==> src/rtl/ps2_host_tx.sv <==
// Host-to-device PS/2 transmitter: request-to-send, LSB-first data with odd parity,
// device acknowledge check, and a watchdog on the device clock.
module ps2_host_tx #(
  parameter int INHIBIT_CYCLES = 5000,
  parameter int START_CYCLES   = 100,
  parameter int TIMEOUT_CYCLES = 750000
) (
  input  logic       clk,
  input  logic       clrn,
  input  logic [7:0] tx_data,
  input  logic       tx_valid,
  output logic       tx_ready,
  output logic       busy,
  output logic       done,
  output logic       ack_err,
  output logic       timeout_err,
  input  logic       ps2_clk_in,
  input  logic       ps2_data_in,
  output logic       ps2_clk_drive_low,
  output logic       ps2_data_drive_low
);

  localparam int CNT_MAX = (INHIBIT_CYCLES > START_CYCLES) ? INHIBIT_CYCLES : START_CYCLES;
  localparam int CNT_W   = $clog2(CNT_MAX + 1);
  localparam int WD_W    = $clog2(TIMEOUT_CYCLES + 1);
  localparam logic [CNT_W-1:0] INH_LAST   = CNT_W'(INHIBIT_CYCLES - 1);
  localparam logic [CNT_W-1:0] START_LAST = CNT_W'(START_CYCLES - 1);
  localparam logic [WD_W-1:0]  WD_LAST    = WD_W'(TIMEOUT_CYCLES - 1);

  typedef enum logic [2:0] {IDLE, INHIBIT, START, SEND, ACK, RELEASE} state_t;

  state_t           state_q, state_d;
  logic [9:0]       shift_q, shift_d;
  logic [CNT_W-1:0] cnt_q, cnt_d;
  logic [WD_W-1:0]  wdog_q, wdog_d;
  logic [3:0]       bit_cnt_q, bit_cnt_d;
  logic             clk_low_q, clk_low_d;
  logic             data_low_q, data_low_d;
  logic             done_q, done_d;
  logic             ack_err_q, ack_err_d;
  logic             timeout_err_q, timeout_err_d;

  logic clk_meta, clk_sync, clk_prev;
  logic data_meta, data_sync;
  logic fall;
  logic wd_expired;

  // Synchronizers reset to the idle-high bus level so no false edge follows reset.
  always_ff @(posedge clk or negedge clrn) begin
    if (!clrn) begin
      clk_meta  <= 1'b1;
      clk_sync  <= 1'b1;
      clk_prev  <= 1'b1;
      data_meta <= 1'b1;
      data_sync <= 1'b1;
    end else begin
      clk_meta  <= ps2_clk_in;
      clk_sync  <= clk_meta;
      clk_prev  <= clk_sync;
      data_meta <= ps2_data_in;
      data_sync <= data_meta;
    end
  end

  assign fall       = clk_prev & ~clk_sync;
  assign wd_expired = (wdog_q == WD_LAST);

  always_ff @(posedge clk or negedge clrn) begin
    if (!clrn) begin
      state_q       <= IDLE;
      shift_q       <= '0;
      cnt_q         <= '0;
      wdog_q        <= '0;
      bit_cnt_q     <= '0;
      clk_low_q     <= 1'b0;
      data_low_q    <= 1'b0;
      done_q        <= 1'b0;
      ack_err_q     <= 1'b0;
      timeout_err_q <= 1'b0;
    end else begin
      state_q       <= state_d;
      shift_q       <= shift_d;
      cnt_q         <= cnt_d;
      wdog_q        <= wdog_d;
      bit_cnt_q     <= bit_cnt_d;
      clk_low_q     <= clk_low_d;
      data_low_q    <= data_low_d;
      done_q        <= done_d;
      ack_err_q     <= ack_err_d;
      timeout_err_q <= timeout_err_d;
    end
  end

  always_comb begin
    state_d       = state_q;
    shift_d       = shift_q;
    cnt_d         = cnt_q;
    wdog_d        = wdog_q;
    bit_cnt_d     = bit_cnt_q;
    clk_low_d     = clk_low_q;
    data_low_d    = data_low_q;
    done_d        = 1'b0;
    ack_err_d     = 1'b0;
    timeout_err_d = 1'b0;

    case (state_q)
      IDLE: begin
        clk_low_d  = 1'b0;
        data_low_d = 1'b0;
        if (tx_valid) begin
          shift_d   = {1'b1, ~^tx_data, tx_data};
          cnt_d     = '0;
          clk_low_d = 1'b1;
          state_d   = INHIBIT;
        end
      end
      INHIBIT: begin
        if (cnt_q == INH_LAST) begin
          cnt_d      = '0;
          data_low_d = 1'b1;
          state_d    = START;
        end else begin
          cnt_d = cnt_q + 1'b1;
        end
      end
      START: begin
        if (cnt_q == START_LAST) begin
          cnt_d     = '0;
          clk_low_d = 1'b0;
          bit_cnt_d = '0;
          wdog_d    = '0;
          state_d   = SEND;
        end else begin
          cnt_d = cnt_q + 1'b1;
        end
      end
      SEND, ACK, RELEASE: begin
        wdog_d = wdog_q + 1'b1;
        if (state_q == SEND && fall) begin
          wdog_d     = '0;
          data_low_d = ~shift_q[0];
          shift_d    = {1'b0, shift_q[9:1]};
          bit_cnt_d  = bit_cnt_q + 1'b1;
          if (bit_cnt_q == 4'd9) state_d = ACK;
        end else if (state_q == ACK && fall) begin
          wdog_d = '0;
          if (!data_sync) begin
            state_d = RELEASE;
          end else begin
            ack_err_d  = 1'b1;
            clk_low_d  = 1'b0;
            data_low_d = 1'b0;
            state_d    = IDLE;
          end
        end else if (state_q == RELEASE && clk_sync && data_sync) begin
          wdog_d  = '0;
          done_d  = 1'b1;
          state_d = IDLE;
        end else if (wd_expired) begin
          // Device stopped clocking: give the bus back and abandon the frame.
          wdog_d        = '0;
          timeout_err_d = 1'b1;
          clk_low_d     = 1'b0;
          data_low_d    = 1'b0;
          state_d       = IDLE;
        end
      end
      default: state_d = IDLE;
    endcase
  end

  assign tx_ready           = (state_q == IDLE);
  assign busy               = (state_q != IDLE);
  assign done               = done_q;
  assign ack_err            = ack_err_q;
  assign timeout_err        = timeout_err_q;
  assign ps2_clk_drive_low  = clk_low_q;
  assign ps2_data_drive_low = data_low_q;

endmodule

==> config.mk <==
export PLATFORM = sky130hd
export DESIGN_NAME = ps2_host_tx
export DESIGN_NICKNAME = d
export VERILOG_FILES = /design/src/rtl/ps2_host_tx.sv
export SDC_FILE = /design/constraint.sdc
export NUM_CORES = 1
export LEC_CHECK = 0
export ABC_AREA = 1
export CAP_MARGIN = 20
export CORE_MARGIN = 2
export CORE_UTILIZATION = 34
export DETAILED_ROUTE_END_ITERATION = 16
export PLACE_DENSITY_LB_ADDON = 0.12
export REMOVE_ABC_BUFFERS = 1
export SETUP_SLACK_MARGIN = 0.05
export SLEW_MARGIN = 20
export SYNTH_ARGS = -nofsm -noshare
export SYNTH_HDL_FRONTEND = slang
export SYNTH_SLANG_ARGS = --single-unit
==> constraint.sdc <==
create_clock -name clk -period 5.2 [get_ports clk]
set_clock_uncertainty 0.2 [all_clocks]
set_input_delay 0.52 -clock clk [delete_from_list [all_inputs] [get_ports clk]]
set_output_delay 0.52 -clock clk [all_outputs]
set_load 0.05 [all_outputs]
* Yosys cells after proc, flatten, opt, wreduce, memory -nomap -nowiden *
Cells that the tools add are included.

word-level totals
  memory bits (writable) = 0
  bits in latches = 0
  logic and storage cells = 113
  memory bits (read-only) = 0
  register bits after elaboration = 60
  memories = 0
  input port bits = 13

cells by class
  shift operators = 0
  reductions and logical operators = 20
  div/mod/pow operators = 0
  $lt $le $gt $ge = 0
  add/sub/neg operators = 3
  multiplexer cells = 50
  bitwise logic cells = 3
  eq/ne operators = 22
  multipliers = 0

operators by type and width
  kind                                             count
  2-to-1 mux 20 bit                                5
  case mux 20 bit (2 select lines)                 1
  2-to-1 mux 13 bit                                3
  case mux 13 bit (3 select lines)                 1
  2-to-1 mux 3 bit                                 9
  2-to-1 mux 1 bit                                 22
  adder 20 x 1 -> 20 bit (second input constant)   1
  == test 20 bit (second input constant)           1
  2-to-1 mux 10 bit                                2
  case mux 10 bit (2 select lines)                 1
  adder 13 x 1 -> 13 bit (second input constant)   1
  == test 13 bit (second input constant)           1
  == test 13 x 7 -> 1 bit (second input constant)  1
  != test 3 bit (second input constant)            4
  != test 4 bit (second input constant)            3
  case mux 3 bit (4 select lines)                  1
  nonzero test 3 bit                               4
  != test 2 bit (second input constant)            5
  AND reduction 5 bit                              2
  2-to-1 mux 4 bit                                 2
  case mux 4 bit (2 select lines)                  1
  XNOR reduction 8 bit                             1
  == test 3 x 2 -> 1 bit (second input constant)   2
  == test 3 bit (second input constant)            2
  other kinds (14)                                 22

* Longest topological paths before layout *
Gate-level depths: netlist of the first run.

  depth in word-level cells = 7
  gate-level depth with buffers = 11
  mapped depth without buffers = 10

* Worst setup path before layout of the first run *
No wires, ideal clock.

  path kind = register to register
  start = register state_q[2]
  end = register shift_q[1]
  slack = 3.202 ns
  setup time = 0.082 ns
  required time = 4.918 ns
  data arrival time = 1.716 ns
  stages on the path, launching flop included = 9
  cells stage by stage = dfrtp_1 > inv_2 > nand2_2 > nor2_4 > inv_2 > a21boi_4 > buf_6 > nor2_1 > a31oi_1

on the way
  elaborated cells on any way between the ends = 11
  those cells by class = 5 x eq/ne; 1 x mux; 5 x reduce/logical

RTL lines
  what                                                           line  source
  start: declaration                                             32    state_t state_q, state_d;
  start signal: assignment                                       81    state_q <= state_d;
  logical NOT 3 bit *                                            --
  net tx_ready                                                   12    output logic tx_ready,
  != test 2 bit (no line) or nonzero test 2 bit (tied branches)  --
  AND reduction 3 bit (no line)                                  --
  end signal: assignment                                         82    shift_q <= shift_d;
  end: declaration                                               33    logic [9:0] shift_q, shift_d;

The timed path passes the listed nets; every way through them passes the cells marked *.
A chain may end at the register's enable or synchronous reset.

* Worst setup path after layout of the first run *
  start = register state_q[2]
  end = output port tx_ready

on the way
  longest elaborated chain between the ends = 1

RTL lines
  what               line  source
  logical NOT 3 bit  172   assign tx_ready = (state_q == IDLE);
  end: declaration   12

No other way between the ends.

==> impl_results.html, run 1 <==
<table>
<tr><th>Metric</th><th>Value</th></tr>
<tr><th colspan="2">CTS</th></tr>
<tr><td>Worst-skew pair later-pin latency</td><td>0.35 ns</td></tr>
<tr><td>Hold Buf Count CTS</td><td>0</td></tr>
<tr><td>Cts repair resizes</td><td>0</td></tr>
<tr><td>Count of buffers added by post-CTS timing repair for setup</td><td>0</td></tr>
<tr><td>Clock-pin slew of the registers on the worst-case setup and hold paths</td><td>0.07 ns</td></tr>
<tr><td>Clock Tree Root</td><td>sky130_fd_sc_hd__clkbuf_8</td></tr>
<tr><td>Number of CTS-inserted buffers</td><td>9</td></tr>
<tr><td>Clock sink count</td><td>60</td></tr>
<tr><td>Clock tree from TritonCTS</td><td>built</td></tr>
<tr><td>H-tree levels</td><td>3</td></tr>
<tr><td>Maximum clock path buffer count</td><td>2</td></tr>
<tr><th colspan="2">Critical path</th></tr>
<tr><td>Critical-path maximum fanout</td><td>8</td></tr>
<tr><td>Nature of the critical path startpoint</td><td>flip-flop</td></tr>
<tr><td>List of cells traversed by the critical path</td><td>inv_2, nand2_2, nor2_4, clkdlybuf4s50_1</td></tr>
<tr><td>Data arrival time of the critical path</td><td>2.01 ns</td></tr>
<tr><td>Critical path type</td><td>reg2out</td></tr>
<tr><td>Category of the worst setup path capture point</td><td>output pin</td></tr>
<tr><td>Cell with the largest stage delay on the worst path</td><td>sky130_fd_sc_hd__clkdlybuf4s50_1</td></tr>
<tr><td>Critical Path RT</td><td>4.48 ns</td></tr>
<tr><td>Delay of the slowest cell on the worst path</td><td>0.83 ns</td></tr>
<tr><th colspan="2">STA</th></tr>
<tr><td>Setup TNS Final</td><td>0 ns</td></tr>
<tr><td>RSZ-0062 raised after global routing</td><td>no</td></tr>
<tr><td>Minimum clock period</td><td>2.73 ns</td></tr>
<tr><td>Hold_ws</td><td>0.129 ns</td></tr>
<tr><td>Count of endpoints failing setup in the final report</td><td>0</td></tr>
<tr><td>Final Hold Violating Endpoints</td><td>0</td></tr>
<tr><td>Normalized max-slew margin</td><td>47.2%</td></tr>
<tr><td>Crit path setup slack, layout</td><td>2.47 ns</td></tr>
<tr><td>Share of the clock period used by the worst path</td><td>52.6%</td></tr>
<tr><td>Max-slew violations</td><td>0</td></tr>
<tr><td>Transition time of the tightest slew-check pin</td><td>0.791 ns</td></tr>
<tr><td>Achievable frequency</td><td>366 MHz</td></tr>
<tr><th colspan="2">Logic synthesis</th></tr>
<tr><td>Number of synthesized flops with an enable pin</td><td>0</td></tr>
<tr><td>Synthesized instance count</td><td>485</td></tr>
<tr><td>Library cells used by synthesis</td><td>38</td></tr>
<tr><td>Synthesized area divided by synthesized cell count</td><td>7.35 um^2</td></tr>
<tr><td>Top cells by area, synth</td><td>sky130_fd_sc_hd__dfrtp_1, sky130_fd_sc_hd__nand2_1, sky130_fd_sc_hd__inv_1</td></tr>
<tr><td>Number of synthesized register bits</td><td>60</td></tr>
<tr><td>Most instantiated library cell after synthesis</td><td>sky130_fd_sc_hd__nand2_1</td></tr>
<tr><td>Post-synthesis instance area</td><td>3570 um^2</td></tr>
<tr><td>Share of the synthesized area in the top cell type</td><td>38.6%</td></tr>
<tr><td>Commonest cells in the synthesized netlist</td><td>sky130_fd_sc_hd__nand2_1, sky130_fd_sc_hd__inv_1, sky130_fd_sc_hd__nor2_1, sky130_fd_sc_hd__dfrtp_1, sky130_fd_sc_hd__nand3_1</td></tr>
<tr><td>Cell taking the most area after synthesis</td><td>sky130_fd_sc_hd__dfrtp_1</td></tr>
<tr><td>Sequential share of the synthesized area</td><td>42.3%</td></tr>
<tr><td>Primary FF master, synth</td><td>sky130_fd_sc_hd__dfrtp_1</td></tr>
<tr><td>Yosys warns</td><td>0</td></tr>
<tr><td>Fraction of registers with async set or reset after synthesis</td><td>100%</td></tr>
<tr><th colspan="2">Floorplan</th></tr>
<tr><td>Die width</td><td>106 um</td></tr>
<tr><td>Overall die area</td><td>11300 um^2</td></tr>
<tr><td>Die Span Y</td><td>106 um</td></tr>
<tr><td>Core ar.</td><td>10300 um^2</td></tr>
<tr><td>Initial core utilization</td><td>34.7%</td></tr>
<tr><td>I/O pin cnt</td><td>20</td></tr>
<tr><td>Floorplan row count</td><td>37</td></tr>
<tr><th colspan="2">Drt</th></tr>
<tr><td>Vias per std cell</td><td>4.62</td></tr>
<tr><td>Remaining DRCs</td><td>0</td></tr>
<tr><td>Detailed-route wire length</td><td>7810 um</td></tr>
<tr><td>Count of routing violations after the opening detailed-route iteration</td><td>102</td></tr>
<tr><td>Count of antenna-violating nets left after detailed routing</td><td>0</td></tr>
<tr><td>DRT Pass-1 Iters</td><td>5</td></tr>
<tr><td>Vias after detailed routing</td><td>3010</td></tr>
<tr><td>Detailed-route wire length per cell</td><td>12.0 um</td></tr>
<tr><th colspan="2">Global routing</th></tr>
<tr><td>Antenna violations before repair</td><td>0</td></tr>
<tr><td>Via count of the first global-routing pass</td><td>2923</td></tr>
<tr><td>Global-route usage over all layers</td><td>15.1%</td></tr>
<tr><td>Global-route wire length before repair</td><td>13500 um</td></tr>
<tr><td>Total grt overflow</td><td>0</td></tr>
<tr><td>Pin count of the biggest net entering global routing</td><td>61</td></tr>
<tr><th colspan="2">Finish</th></tr>
<tr><td>Fill cell instance count of the final layout</td><td>1091</td></tr>
<tr><td>Multi-input gate area in the final layout</td><td>1740 um^2</td></tr>
<tr><td>Final Net Count</td><td>529</td></tr>
<tr><td>Sequential Area</td><td>1510 um^2</td></tr>
<tr><td>Layout overhead on the synthesized area</td><td>14.5%</td></tr>
<tr><td>Antenna diode instance count</td><td>0</td></tr>
<tr><td>Share of post-route cells with drive strength above 1</td><td>10.9%</td></tr>
<tr><td>Share of the core filled with cells in the final layout</td><td>39.7%</td></tr>
<tr><th colspan="2">Outcome</th></tr>
<tr><td>Outcome</td><td>complete, no violations</td></tr>
<tr><th colspan="2">Placed design</th></tr>
<tr><td>Port-buffer cells</td><td>19</td></tr>
<tr><td>Setup slack at placement</td><td>2.85 ns</td></tr>
<tr><td>Detailed placement HPWL</td><td>5750 um</td></tr>
<tr><td>RePlAce Congestion</td><td>0.874</td></tr>
<tr><th colspan="2">Power</th></tr>
<tr><td>Power density cells</td><td>463 nW/um^2</td></tr>
<tr><td>Leakage component of the power</td><td>1.94 nW</td></tr>
<tr><td>PnR Total Power</td><td>1.89 mW</td></tr>
<tr><td>IR drop worst, VDD</td><td>0.421 mV</td></tr>
<tr><th colspan="2">Min path</th></tr>
<tr><td>Worst hold-check path type</td><td>in2async</td></tr>
<tr><th colspan="2">Job</th></tr>
<tr><td>Max-Cap Viols</td><td>0</td></tr>
</table>
-- worst paths after layout --
check	endpoint	depth (start not counted)	startpoint	slack [ns]
min in group clk	data_sync	0	data_meta	0.16
min reg2reg	data_sync	0	data_meta	0.16
max reg2reg	wdog_q[12]	10	state_q[1]	3.03
max	tx_ready	4	state_q[2]	2.47
max in group asynchronous	shift_q[3]	2	clrn	4.15
min	wdog_q[12]	2	clrn	0.13
-- placed cells by master, fill, tap and decap left out, drive strengths merged, types with 2 or more instances in the layout --
master         instances
nand2                140
inv                   70
nor2                  69
dfrtp                 55
nand3                 37
o21ai                 27
clkdlybuf4s50         18
nor3                  15
clkbuf                12
a21oi                 11
nand4                 10
a31oi                  8
xor2                   6
ha                     6
xnor2                  5
dfstp                  5
o21bai                 3
clkinv                 3
nor3b                  2
o22ai                  2
and2                   2
nand2b                 2
buf                    2
-- cell type report --
class,instances,area share (%)
Clock inverter,4,1.16
Inverter,71,6.59
Clock buffer,12,3.80
Sequential cell,60,36.9
Multi-Input combinational cell,348,42.6
Tap cell,136,4.17
Timing Repair Buffer,20,4.72
-- state kept, by name, summed over array words and instances (netlist names), 3 cells and up --
register / cells
wdog_q: 20
cnt_q: 13
bit_cnt_q: 4
shift_q: 10
state_q: 3
-- routing by layer --
metal	wire [um]	up-vias	GRT usage (%)	share of wire [%]
met5	0	-	0	0
met4	167	0	7.24	2.1
met3	202	12	2.82	2.6
met2	3680	35	24.6	47
met1	3770	1373	19.3	48
li1	-	1590	-	-
-- power by group --
group	internal, mW	switching, mW	total, mW
clock	0.246	0.192	0.438
combinational	0.251	0.572	0.823
sequential	0.556	0.0719	0.628
-- cell families after synthesis --
family | after synthesis | synth area share [%]
buf+inv | 77 | 8.94
simple gates | 278 | 35.1
xor+xnor | 11 | 2.70
flops | 60 | 42.3
mux | 1 | 0.316
fa+ha+maj | 6 | 2.10
compound gates | 52 | 8.56
-- critical path, delay by kind of cell (launching register included) --
kind | cells | cell delay, ns
flip-flops | 1 | 0.47
buffers and inverters | 2 | 0.96
AND/OR/NAND/NOR | 2 | 0.23
-- per-stage QoR --
step	cell area, um^2	std cells
after floorplan	3520	479
after global placement	3880	635
after detailed placement	3880	635
after CTS	4080	651
after global routing	4080	651
final	4080	651
Power figures use the tool's default switching activity.
==> run 2, diff against run 1 <==
- clock period: 5.2 -> 2.85 ns (I/O delays scaled with it)
==> run 2 against run 1 <==
Global-route usage increased by 0.14 points; clock power increased by 97%; via count increased by 0.47%; setup slack got worse by 2.1 ns; cell area increased by 0.58%; largest power group unchanged; first-iteration DRC count increased by 46%; critical path depth unchanged; register-to-register slack got worse by 2.3 ns.
==> impl_results.html, run 2 (same netlist as run 1, synthesis figures left out) <==
<table>
<tr><th>Metric</th><th>Value</th></tr>
<tr><th colspan="2">Outcome</th></tr>
<tr><td>Outcome</td><td>complete, no violations</td></tr>
<tr><th colspan="2">Finish</th></tr>
<tr><td>Commonest non-fill, non-tap cells in the layout</td><td>sky130_fd_sc_hd__nand2_1, sky130_fd_sc_hd__inv_1, sky130_fd_sc_hd__nor2_1, sky130_fd_sc_hd__dfrtp_1, sky130_fd_sc_hd__nand3_1</td></tr>
<tr><td>Largest registers</td><td>wdog_q x20, cnt_q x13, shift_q x10</td></tr>
<tr><td>Antenna diode instance count</td><td>0</td></tr>
<tr><td>Layout overhead on the synthesized area</td><td>15.1%</td></tr>
<tr><td>Summed area of non-filler cells in the final layout</td><td>4110 um^2</td></tr>
<tr><td>Share of post-route cells with drive strength above 1</td><td>10.9%</td></tr>
<tr><td>Final Net Count</td><td>530</td></tr>
<tr><td>Fill cell instance count of the final layout</td><td>1090</td></tr>
<tr><td>Number of flip-flops under the largest register name</td><td>20</td></tr>
<tr><td>Most frequent standard cell in the layout excluding fill and tap cells</td><td>sky130_fd_sc_hd__nand2_1</td></tr>
<tr><td>Most flops, register</td><td>wdog_q</td></tr>
<tr><th colspan="2">Power</th></tr>
<tr><td>Power density cells</td><td>856 nW/um^2</td></tr>
<tr><td>Leakage component of the power</td><td>1.95 nW</td></tr>
<tr><td>IR drop worst, VDD</td><td>0.624 mV</td></tr>
<tr><th colspan="2">Drt</th></tr>
<tr><td>DRT Pass-1 Iters</td><td>5</td></tr>
<tr><td>Remaining DRCs</td><td>0</td></tr>
<tr><td>Detailed-route wire length</td><td>8000 um</td></tr>
<tr><td>Vias after detailed routing</td><td>3024</td></tr>
<tr><td>Vias per std cell</td><td>4.64</td></tr>
<tr><td>Count of routing violations after the opening detailed-route iteration</td><td>149</td></tr>
<tr><td>Detailed-route wire length per cell</td><td>12.3 um</td></tr>
<tr><td>Count of antenna-violating nets left after detailed routing</td><td>0</td></tr>
<tr><th colspan="2">Global routing</th></tr>
<tr><td>Global-route wire length before repair</td><td>13500 um</td></tr>
<tr><td>Pin count of the biggest net entering global routing</td><td>61</td></tr>
<tr><td>Antenna violations before repair</td><td>0</td></tr>
<tr><td>Via count of the first global-routing pass</td><td>2853</td></tr>
<tr><td>Global-route usage over all layers</td><td>15.2%</td></tr>
<tr><td>Total grt overflow</td><td>0</td></tr>
<tr><th colspan="2">Floorplan</th></tr>
<tr><td>Floorplan row count</td><td>37</td></tr>
<tr><td>I/O pin cnt</td><td>20</td></tr>
<tr><td>Initial core utilization</td><td>34.7%</td></tr>
<tr><td>Die Span Y</td><td>106 um</td></tr>
<tr><td>Die width</td><td>106 um</td></tr>
<tr><td>Core ar.</td><td>10300 um^2</td></tr>
<tr><td>Overall die area</td><td>11300 um^2</td></tr>
<tr><th colspan="2">Critical path</th></tr>
<tr><td>Nature of the critical path startpoint</td><td>flip-flop</td></tr>
<tr><td>Category of the worst setup path capture point</td><td>output pin</td></tr>
<tr><td>Data arrival time of the critical path</td><td>2.02 ns</td></tr>
<tr><td>Critical path type</td><td>reg2out</td></tr>
<tr><td>Critical-path maximum fanout</td><td>8</td></tr>
<tr><td>Flop-to-flop setup slack</td><td>0.69 ns</td></tr>
<tr><td>Critical Path RT</td><td>2.37 ns</td></tr>
<tr><th colspan="2">Min path</th></tr>
<tr><td>Worst hold-check path type</td><td>in2reg</td></tr>
<tr><th colspan="2">CTS</th></tr>
<tr><td>Count of buffers added by post-CTS timing repair for setup</td><td>0</td></tr>
<tr><td>Number of CTS-inserted buffers</td><td>9</td></tr>
<tr><td>Clock Tree Root</td><td>sky130_fd_sc_hd__clkbuf_8</td></tr>
<tr><td>H-tree levels</td><td>3</td></tr>
<tr><td>Hold Buf Count CTS</td><td>1</td></tr>
<tr><td>Worst-skew pair later-pin latency</td><td>0.35 ns</td></tr>
<tr><td>Clock-pin slew of the registers on the worst-case setup and hold paths</td><td>0.07 ns</td></tr>
<tr><td>Cts repair resizes</td><td>0</td></tr>
<tr><td>Clock tree from TritonCTS</td><td>built</td></tr>
<tr><td>Clock sink count</td><td>60</td></tr>
<tr><td>Maximum clock path buffer count</td><td>2</td></tr>
<tr><th colspan="2">STA</th></tr>
<tr><td>RSZ-0062 raised after global routing</td><td>no</td></tr>
<tr><td>Achievable frequency</td><td>400 MHz</td></tr>
<tr><td>Final Hold Violating Endpoints</td><td>0</td></tr>
<tr><td>Share of the clock period used by the worst path</td><td>87.8%</td></tr>
<tr><td>Transition time of the tightest slew-check pin</td><td>0.789 ns</td></tr>
<tr><td>Count of endpoints failing setup in the final report</td><td>0</td></tr>
<tr><td>Minimum clock period</td><td>2.50 ns</td></tr>
<tr><td>Max-slew violations</td><td>0</td></tr>
<tr><td>Normalized max-slew margin</td><td>47.4%</td></tr>
<tr><td>Setup TNS Final</td><td>0 ns</td></tr>
<tr><th colspan="2">Job</th></tr>
<tr><td>Max-Cap Viols</td><td>0</td></tr>
<tr><th colspan="2">Placed design</th></tr>
<tr><td>Detailed placement HPWL</td><td>5830 um</td></tr>
<tr><td>RePlAce Congestion</td><td>0.864</td></tr>
<tr><td>Port-buffer cells</td><td>19</td></tr>
<tr><td>Post-detailed-placement cell area</td><td>3880 um^2</td></tr>
</table>
-- run 2: final timing paths --
check / start / to / cells after the start
setup / recovery: state_q[2] / tx_ready / 4
hold / removal: ps2_data_in / data_meta / 1
setup reg to reg: state_q[1] / wdog_q[12] / 10
hold reg to reg: clk_meta / clk_sync / 0
max in group asynchronous: clrn / shift_q[3] / 3
min in group asynchronous: clrn / cnt_q[10] / 3
-- run 2: critical path, stage by stage (launching register included) --
cell and delay [ns]:
sky130_fd_sc_hd__dfrtp_1 0.47, sky130_fd_sc_hd__inv_2 0.13, sky130_fd_sc_hd__nand2_2 0.09, sky130_fd_sc_hd__nor2_4 0.15
sky130_fd_sc_hd__clkdlybuf4s50_1 0.83
-- run 2: layer usage --
layer / global-route usage [%] / wire length (um) / up-vias
met1: 20.1 / 3940 / 1391
met5: 0 / 0 / -
met2: 24.6 / 3730 / 37
met4: 5.57 / 107 / 0
li1: - / - / 1588
met3: 3.31 / 214 / 8
-- run 2: report_power, final --
group	internal [mW]	switching, mW	total [mW]
logic	0.460	1.05	1.51
registers	1.01	0.134	1.15
clock network	0.512	0.349	0.861
total	1.99	1.53	3.52
-- run 2: cell type report --
cell class,instances,area [um^2],share of cell area [%]
Timing Repair Buffer,21,203,4.94
Inverter,71,269,6.55
Tap cell,136,170,4.14
Clock buffer,11,141,3.44
Clock inverter,5,75.1,1.83
Multi-Input combinational cell,348,1740,42.4
Sequential cell,60,1510,36.7
-- run 2: per-stage QoR --
| stage | util (%) | power, mW | worst slack [ns] | std cells | hold slack [ns] |
|---|---|---|---|---|---|
| after floorplan | - | 2.27 | 0.871 | 479 | -0.211 |
| after global placement | 37.8 | 2.67 | 0.721 | 635 | 0.147 |
| after detailed placement | 37.8 | 2.68 | 0.674 | 635 | 0.149 |
| after CTS | 40.0 | 3.57 | 0.334 | 652 | 0.137 |
| after global routing | 40.0 | 3.80 | 0.243 | 652 | 0.136 |
| final | 40.0 | 3.52 | 0.348 | 652 | 0.146 |
